--- src/rtl/risc_datapath_pkg.sv ---
// Shared VeriRISC types: opcode and controller state encodings, default widths,
// and the ALU-opcode classifier used by both controller and datapath.
package risc_datapath_pkg;

    localparam int AWIDTH_DEF = 5;
    localparam int DWIDTH_DEF = 8;

    typedef enum logic [2:0] {
        HLT = 3'd0,
        SKZ = 3'd1,
        ADD = 3'd2,
        AND = 3'd3,
        XOR = 3'd4,
        LDA = 3'd5,
        STO = 3'd6,
        JMP = 3'd7
    } opcode_t;

    // Phase order matches the controller; the datapath phase counter tracks it 1:1.
    typedef enum logic [2:0] {
        INST_ADDR  = 3'd0,
        INST_FETCH = 3'd1,
        INST_LOAD  = 3'd2,
        IDLE       = 3'd3,
        OP_ADDR    = 3'd4,
        OP_FETCH   = 3'd5,
        ALU_OP     = 3'd6,
        STORE      = 3'd7
    } state_t;

    function automatic logic is_aluop(opcode_t op);
        return (op == ADD) || (op == AND) || (op == XOR) || (op == LDA);
    endfunction

endpackage

--- src/rtl/risc_datapath_alu.sv ---
// Combinational VeriRISC ALU: produces the value AC would take for the current
// opcode; non-ALU opcodes pass the accumulator through unchanged.
module risc_alu
    import risc_datapath_pkg::*;
#(
    parameter int DWIDTH = DWIDTH_DEF
) (
    input  opcode_t             opcode_i,
    input  logic [DWIDTH-1:0]   accum_i,
    input  logic [DWIDTH-1:0]   data_i,
    output logic [DWIDTH-1:0]   out_o
);

    logic [DWIDTH-1:0] and_bits;
    logic [DWIDTH-1:0] xor_bits;

    for (genvar gi = 0; gi < DWIDTH; gi++) begin : g_bit
        assign and_bits[gi] = accum_i[gi] & data_i[gi];
        assign xor_bits[gi] = accum_i[gi] ^ data_i[gi];
    end

    // ADD is modulo 2^DWIDTH; the carry is intentionally discarded.
    always_comb begin
        out_o = accum_i;
        case (opcode_i)
            ADD:     out_o = accum_i + data_i;
            AND:     out_o = and_bits;
            XOR:     out_o = xor_bits;
            LDA:     out_o = data_i;
            default: out_o = accum_i;
        endcase
    end

endmodule

--- src/rtl/risc_datapath.sv ---
// VeriRISC execution datapath: PC, IR, AC, phase tracker, retired counter and
// the memory address mux, steered by the controller's load/inc/halt strobes.
module risc_datapath
    import risc_datapath_pkg::*;
#(
    parameter int AWIDTH = AWIDTH_DEF,
    parameter int DWIDTH = DWIDTH_DEF,
    parameter int CWIDTH = 16
) (
    input  logic                clk_i,
    input  logic                rst_ni,
    input  logic                load_ac_i,
    input  logic                load_pc_i,
    input  logic                inc_pc_i,
    input  logic                load_ir_i,
    input  logic                halt_i,
    input  logic [DWIDTH-1:0]   mem_rdata_i,
    output opcode_t             opcode_o,
    output logic                zero_o,
    output logic [AWIDTH-1:0]   mem_addr_o,
    output logic [DWIDTH-1:0]   mem_wdata_o,
    output logic                halted_o,
    output logic [CWIDTH-1:0]   retired_o
);

    if (DWIDTH != AWIDTH + 3) begin : g_width_check
        $error("risc_datapath: DWIDTH must equal AWIDTH+3");
    end

    logic [AWIDTH-1:0] pc_q, pc_d;
    logic [DWIDTH-1:0] ir_q, ir_d;
    logic [DWIDTH-1:0] ac_q, ac_d;
    state_t            phase_q, phase_d;
    logic              halted_q, halted_d;
    logic [CWIDTH-1:0] retired_q, retired_d;
    logic [DWIDTH-1:0] alu_out;
    logic [2:0]        phase_inc;

    assign phase_inc = phase_q + 3'd1;

    risc_alu #(.DWIDTH(DWIDTH)) u_alu (
        .opcode_i (opcode_o),
        .accum_i  (ac_q),
        .data_i   (mem_rdata_i),
        .out_o    (alu_out)
    );

    // A halt edge freezes everything else, including the coincident inc_pc,
    // so PC keeps pointing at the HLT word.
    always_comb begin
        pc_d      = pc_q;
        ir_d      = ir_q;
        ac_d      = ac_q;
        phase_d   = phase_q;
        halted_d  = halted_q;
        retired_d = retired_q;
        if (!halted_q) begin
            if (halt_i) begin
                halted_d = 1'b1;
            end else begin
                phase_d = state_t'(phase_inc);
                if (load_pc_i) begin
                    pc_d = ir_q[AWIDTH-1:0];
                end else if (inc_pc_i) begin
                    pc_d = pc_q + AWIDTH'(1);
                end
                if (load_ir_i) begin
                    ir_d = mem_rdata_i;
                end
                if (load_ac_i) begin
                    ac_d = alu_out;
                end
                if (phase_q == STORE && retired_q != '1) begin
                    retired_d = retired_q + CWIDTH'(1);
                end
            end
        end
    end

    always_ff @(posedge clk_i or negedge rst_ni) begin
        if (!rst_ni) begin
            pc_q      <= '0;
            ir_q      <= '0;
            ac_q      <= '0;
            phase_q   <= INST_ADDR;
            halted_q  <= 1'b0;
            retired_q <= '0;
        end else begin
            pc_q      <= pc_d;
            ir_q      <= ir_d;
            ac_q      <= ac_d;
            phase_q   <= phase_d;
            halted_q  <= halted_d;
            retired_q <= retired_d;
        end
    end

    // Instruction fetch phases address the PC, operand phases address IR's operand.
    assign mem_addr_o  = (phase_q < OP_ADDR) ? pc_q : ir_q[AWIDTH-1:0];
    assign opcode_o    = opcode_t'(ir_q[AWIDTH +: 3]);
    assign zero_o      = (ac_q == '0);
    assign mem_wdata_o = ac_q;
    assign halted_o    = halted_q;
    assign retired_o   = retired_q;

endmodule
--- config.mk ---
export PLATFORM = sky130hd
export DESIGN_NAME = risc_datapath
export DESIGN_NICKNAME = d
export VERILOG_FILES = /design/src/rtl/risc_datapath_pkg.sv /design/src/rtl/risc_datapath_alu.sv /design/src/rtl/risc_datapath.sv
export SDC_FILE = /design/constraint.sdc
export NUM_CORES = 1
export LEC_CHECK = 0
export ABC_AREA = 1
export CAP_MARGIN = 20
export CORE_AREA = 2 2 77 79
export CTS_CLUSTER_SIZE = 20
export DETAILED_ROUTE_END_ITERATION = 10
export DIE_AREA = 0 0 79 81
export PLACE_DENSITY = 0.75
export SLEW_MARGIN = 20
export SYNTH_ARGS = -nofsm -noshare
export SYNTH_HDL_FRONTEND = slang
export SYNTH_SLANG_ARGS = --single-unit
--- constraint.sdc ---
create_clock -name clk_i -period 1.8 [get_ports clk_i]
set_input_delay 0.18 -clock clk_i [delete_from_list [all_inputs] [get_ports clk_i]]
set_output_delay 0.18 -clock clk_i [all_outputs]
set_load 0.01 [all_outputs]
==> flow_summary.ini <==
[die]
start_util = 0.4731
die_area_um2 = 6399
die_w_um = 79
pin_count = 49
core_um2 = 5675
floorplan.rows = 28
die_h_um = 81

[place]
dp_hpwl_mm = 4.861
globalplace.congestion = 0.9110
dpl-instance-area_um2 = 3411
port_buffers = 48

[critical_path]
reg2reg_from = mem_wdata_o[4]
crit_path_cell_trace = o21ai_0 > clkdlybuf4s50_1
maximum_cell_stage_delay_along_the_critical_path_ns = 0.56
timing.reg2reg.worst_path_depth = 9
critical_path_depth = 2
cp_slowest_cell = sky130_fd_sc_hd__clkdlybuf4s50_1
worst-path-max-fanout = 12
timing.critical_path.max_delay_family = buffers and inverters
crit-reg2reg-capture = mem_wdata_o[7]
critical_path.startpoint = phase_q[2]
crit_type = reg2out
worst_ep_required_time_ns = 1.62
worst-r2r-setup-slack_ns = 0.17
timing.critical_path.from_type = register
cp_num_buf_inv = 1
worst_ep_arrival_time_ns = 1.55
timing.critical_path.to_type = output pin

[timing]
worst_pin_slew_ns = 0.5244
clock_skew_ns = 0.01310
max_slew_margin = 0.6504
final-max-slew-violation-count = 0
unrepaired_setup_endpoints_after_global_routing = no
finalCriticalPeriod_ns = 1.725
finalSetupViolations = 0
maximum_clock_frequency_ghz = 0.5796
final-hold-violation-count = 0
fin_crit_sh = 0.9586

[finish]
area_growth_syn_to_layout_pct = 31.87
fin_area_um2 = 3541
layout_cells_sized_above_1 = 0.1213
nFillCells = 521
final_nets = 473
antenna-diode-count = 0

[detailed_routing]
drt_first_iter_violations = 166
post_drt_via_cell_ratio = 5.044
route.detailed.wl_per_inst_um = 12.03
antenna_violating_nets_post_route = 0
via_count = 2623
first_pass_detailed_route_iteration_total = 4
drt_wl_total_mm = 6.255
drc = 0

[power_and_ir_drop]
vdd.ir_drop.worst_v = 0.0003511
fin_total_pwr_uw = 2248
pwr_per_cell_area_nw_per_um2 = 634.9
standby_leakage_power_uw = 0.001748

[cts]
cts.sink_count = 41
cts-buffers-inserted = 5
cts.root.buffer_cell = sky130_fd_sc_hd__clkbuf_8
cts.path.max_buffers = 2
tritoncts = built
htree_depth = 2
worst_setup_hold_path_clk_slew_ns = 0.08
clock_insertion_delay_worst_skew_ns = 0.29

[synth]
top_flip_flop_cell_by_instance_count_after_synthesis = sky130_fd_sc_hd__dfrtp_1
synth_top_cell_area_share = 0.3821
asyncSetResetFlopFracSynth = 1.000
synthesis.area_per_instance_um2 = 7.296
yosys_register_bits = 41
ys.warnings.count = 0
synth_area_um2 = 2685
synth_cell_types = 32
count_of_flip_flops_with_a_built_in_enable_after_synthesis = 0
syn-num-nets = 396
synthesis.instances = 368
synth_top_area_cell = sky130_fd_sc_hd__dfrtp_1
synth_most_common_cell = sky130_fd_sc_hd__nand2_1
netlist_top_cells_area = sky130_fd_sc_hd__dfrtp_1 (38%), sky130_fd_sc_hd__nand2_1 (16%), sky130_fd_sc_hd__inv_1 (6.3%), sky130_fd_sc_hd__ha_1 (5.6%), sky130_fd_sc_hd__o21ai_0 (5.6%)
register_area_share_after_synthesis = 0.3821
synth.top_cells.by_count = sky130_fd_sc_hd__nand2_1 (118), sky130_fd_sc_hd__inv_1 (45), sky130_fd_sc_hd__dfrtp_1 (41)

[job]
drv.max_cap_violation_count = 0

[status]
outcome = finished clean

[global_routing]
grt_remaining_overflow = 0
first_global_vias = 2481
grtUsageTotal = 0.2142
grt_start_max_net_pins = 42
antenna_found_initial = 0
global_route_wire_length_before_repair_mm = 10.96

[hold_path]
hold_path.class = in2async
-- how the worst max path moves through the flow --
stage | slack [ns] | to
after floorplan | 0.21 | mem_wdata_o[4]
after global placement | -0.06 | mem_wdata_o[4]
after detailed placement | -0.12 | mem_wdata_o[2]
after CTS | 0.005 | mem_addr_o[3]
after global routing | 0.006 | mem_addr_o[0]
final | 0.07 | mem_addr_o[3]
-- layout by cell type (no fill, tap or decap), types with 5 or more instances in the layout --
| master | netlist | final |
|---|---|---|
| sky130_fd_sc_hd__nand4_1 | 5 | 5 |
| sky130_fd_sc_hd__o21ai_0 | 30 | 29 |
| sky130_fd_sc_hd__xor2_1 | 7 | 7 |
| sky130_fd_sc_hd__clkdlybuf4s50_1 | 0 | 46 |
| sky130_fd_sc_hd__ha_1 | 12 | 12 |
| sky130_fd_sc_hd__nand2_1 | 118 | 118 |
| sky130_fd_sc_hd__nand3_1 | 25 | 25 |
| sky130_fd_sc_hd__inv_1 | 45 | 45 |
| sky130_fd_sc_hd__nor2_1 | 32 | 32 |
| sky130_fd_sc_hd__buf_4 | 3 | 29 |
| sky130_fd_sc_hd__xnor2_1 | 9 | 9 |
| sky130_fd_sc_hd__a21oi_1 | 13 | 13 |
| sky130_fd_sc_hd__clkbuf_8 | 0 | 5 |
| sky130_fd_sc_hd__dfrtp_1 | 41 | 40 |
-- metrics by stage --
stage          instances  hold WS, ns    util  TNS, ns  worst slack, ns
2_1_floorplan        368      -0.1156       -        0           0.2072
3_3_place_gp         511       0.2840  0.6010  -0.1009         -0.05804
3_5_place_dp         511       0.2810  0.6010  -0.2470          -0.1162
4_1_cts              519       0.4938  0.6219        0         0.005050
5_1_grt              520       0.5300  0.6239        0         0.005567
6_report             520       0.4694  0.6239        0          0.07456
-- area by class of cell --
class                   instances  area [um2]  area share
flip-flops and latches         41        1027      0.2901
clock inverters                 2       35.03    0.009894
repair buffers                 78       701.9      0.1982
clock buffers                   5       68.82     0.01943
well taps                      75       93.84     0.02650
inverters                      46       172.7     0.04876
multi-input cells             273        1441      0.4071
-- cell families (layout without fill, tap and decap cells) --
family          Yosys count  after routing  share of synthesized area
flops                    41             41                     0.3821
compound gates           48             48                    0.09366
mux                       2              2                   0.008387
fa+ha+maj                13             13                    0.06337
xor+xnor                 16             16                    0.05219
simple gates            194            194                     0.3159
buf+inv                  54            131                    0.08434
-- layer usage --
layer | part of all wire | up-vias | track usage
li1 | - | 1329 | -
met1 | 0.46 | 1209 | 0.2858
met2 | 0.48 | 66 | 0.3661
met3 | 0.039 | 19 | 0.03222
met4 | 0.020 | 0 | 0.05690
met5 | 0 | - | 0
-- flip-flops by register name, summed over array words and instances (netlist names) --
| register | cells |
|---|---|
| pc_q | 5 |
| ir_q | 8 |
| halted_o | 1 |
| phase_q | 3 |
| retired_o | 16 |
| mem_wdata_o | 8 |
-- power by group --
group | internal (uW) | switching, uW | total, uW | leakage [uW]
Combinational | 249 | 250 | 499 | 0.00117
Clock | 403 | 320 | 724 | 0.0000540
Sequential | 975 | 50.5 | 1030 | 0.000528
-- timing repair --
action                     4_1_cts  5_1_grt
setup endpoints to repair        1        5
gates cloned                     0        0
pin swaps                        1        0
setup buffers                    0        1
gates resized for setup          2        3
hold endpoints to repair        41        0
hold buffers                     1        0
-- worst register-to-register path, stage by stage (launching register included) --
cell                      delay (ns)
sky130_fd_sc_hd__dfrtp_1        0.40
sky130_fd_sc_hd__buf_4          0.15
sky130_fd_sc_hd__ha_1           0.36
sky130_fd_sc_hd__nand2_1        0.10
sky130_fd_sc_hd__nand2_1        0.06
sky130_fd_sc_hd__a21oi_1        0.17
sky130_fd_sc_hd__nand2_1        0.07
sky130_fd_sc_hd__nand2_1        0.06
sky130_fd_sc_hd__nand3_1        0.06
sky130_fd_sc_hd__a21oi_1        0.12
Note: power is estimated with default switching activity, not from simulation.
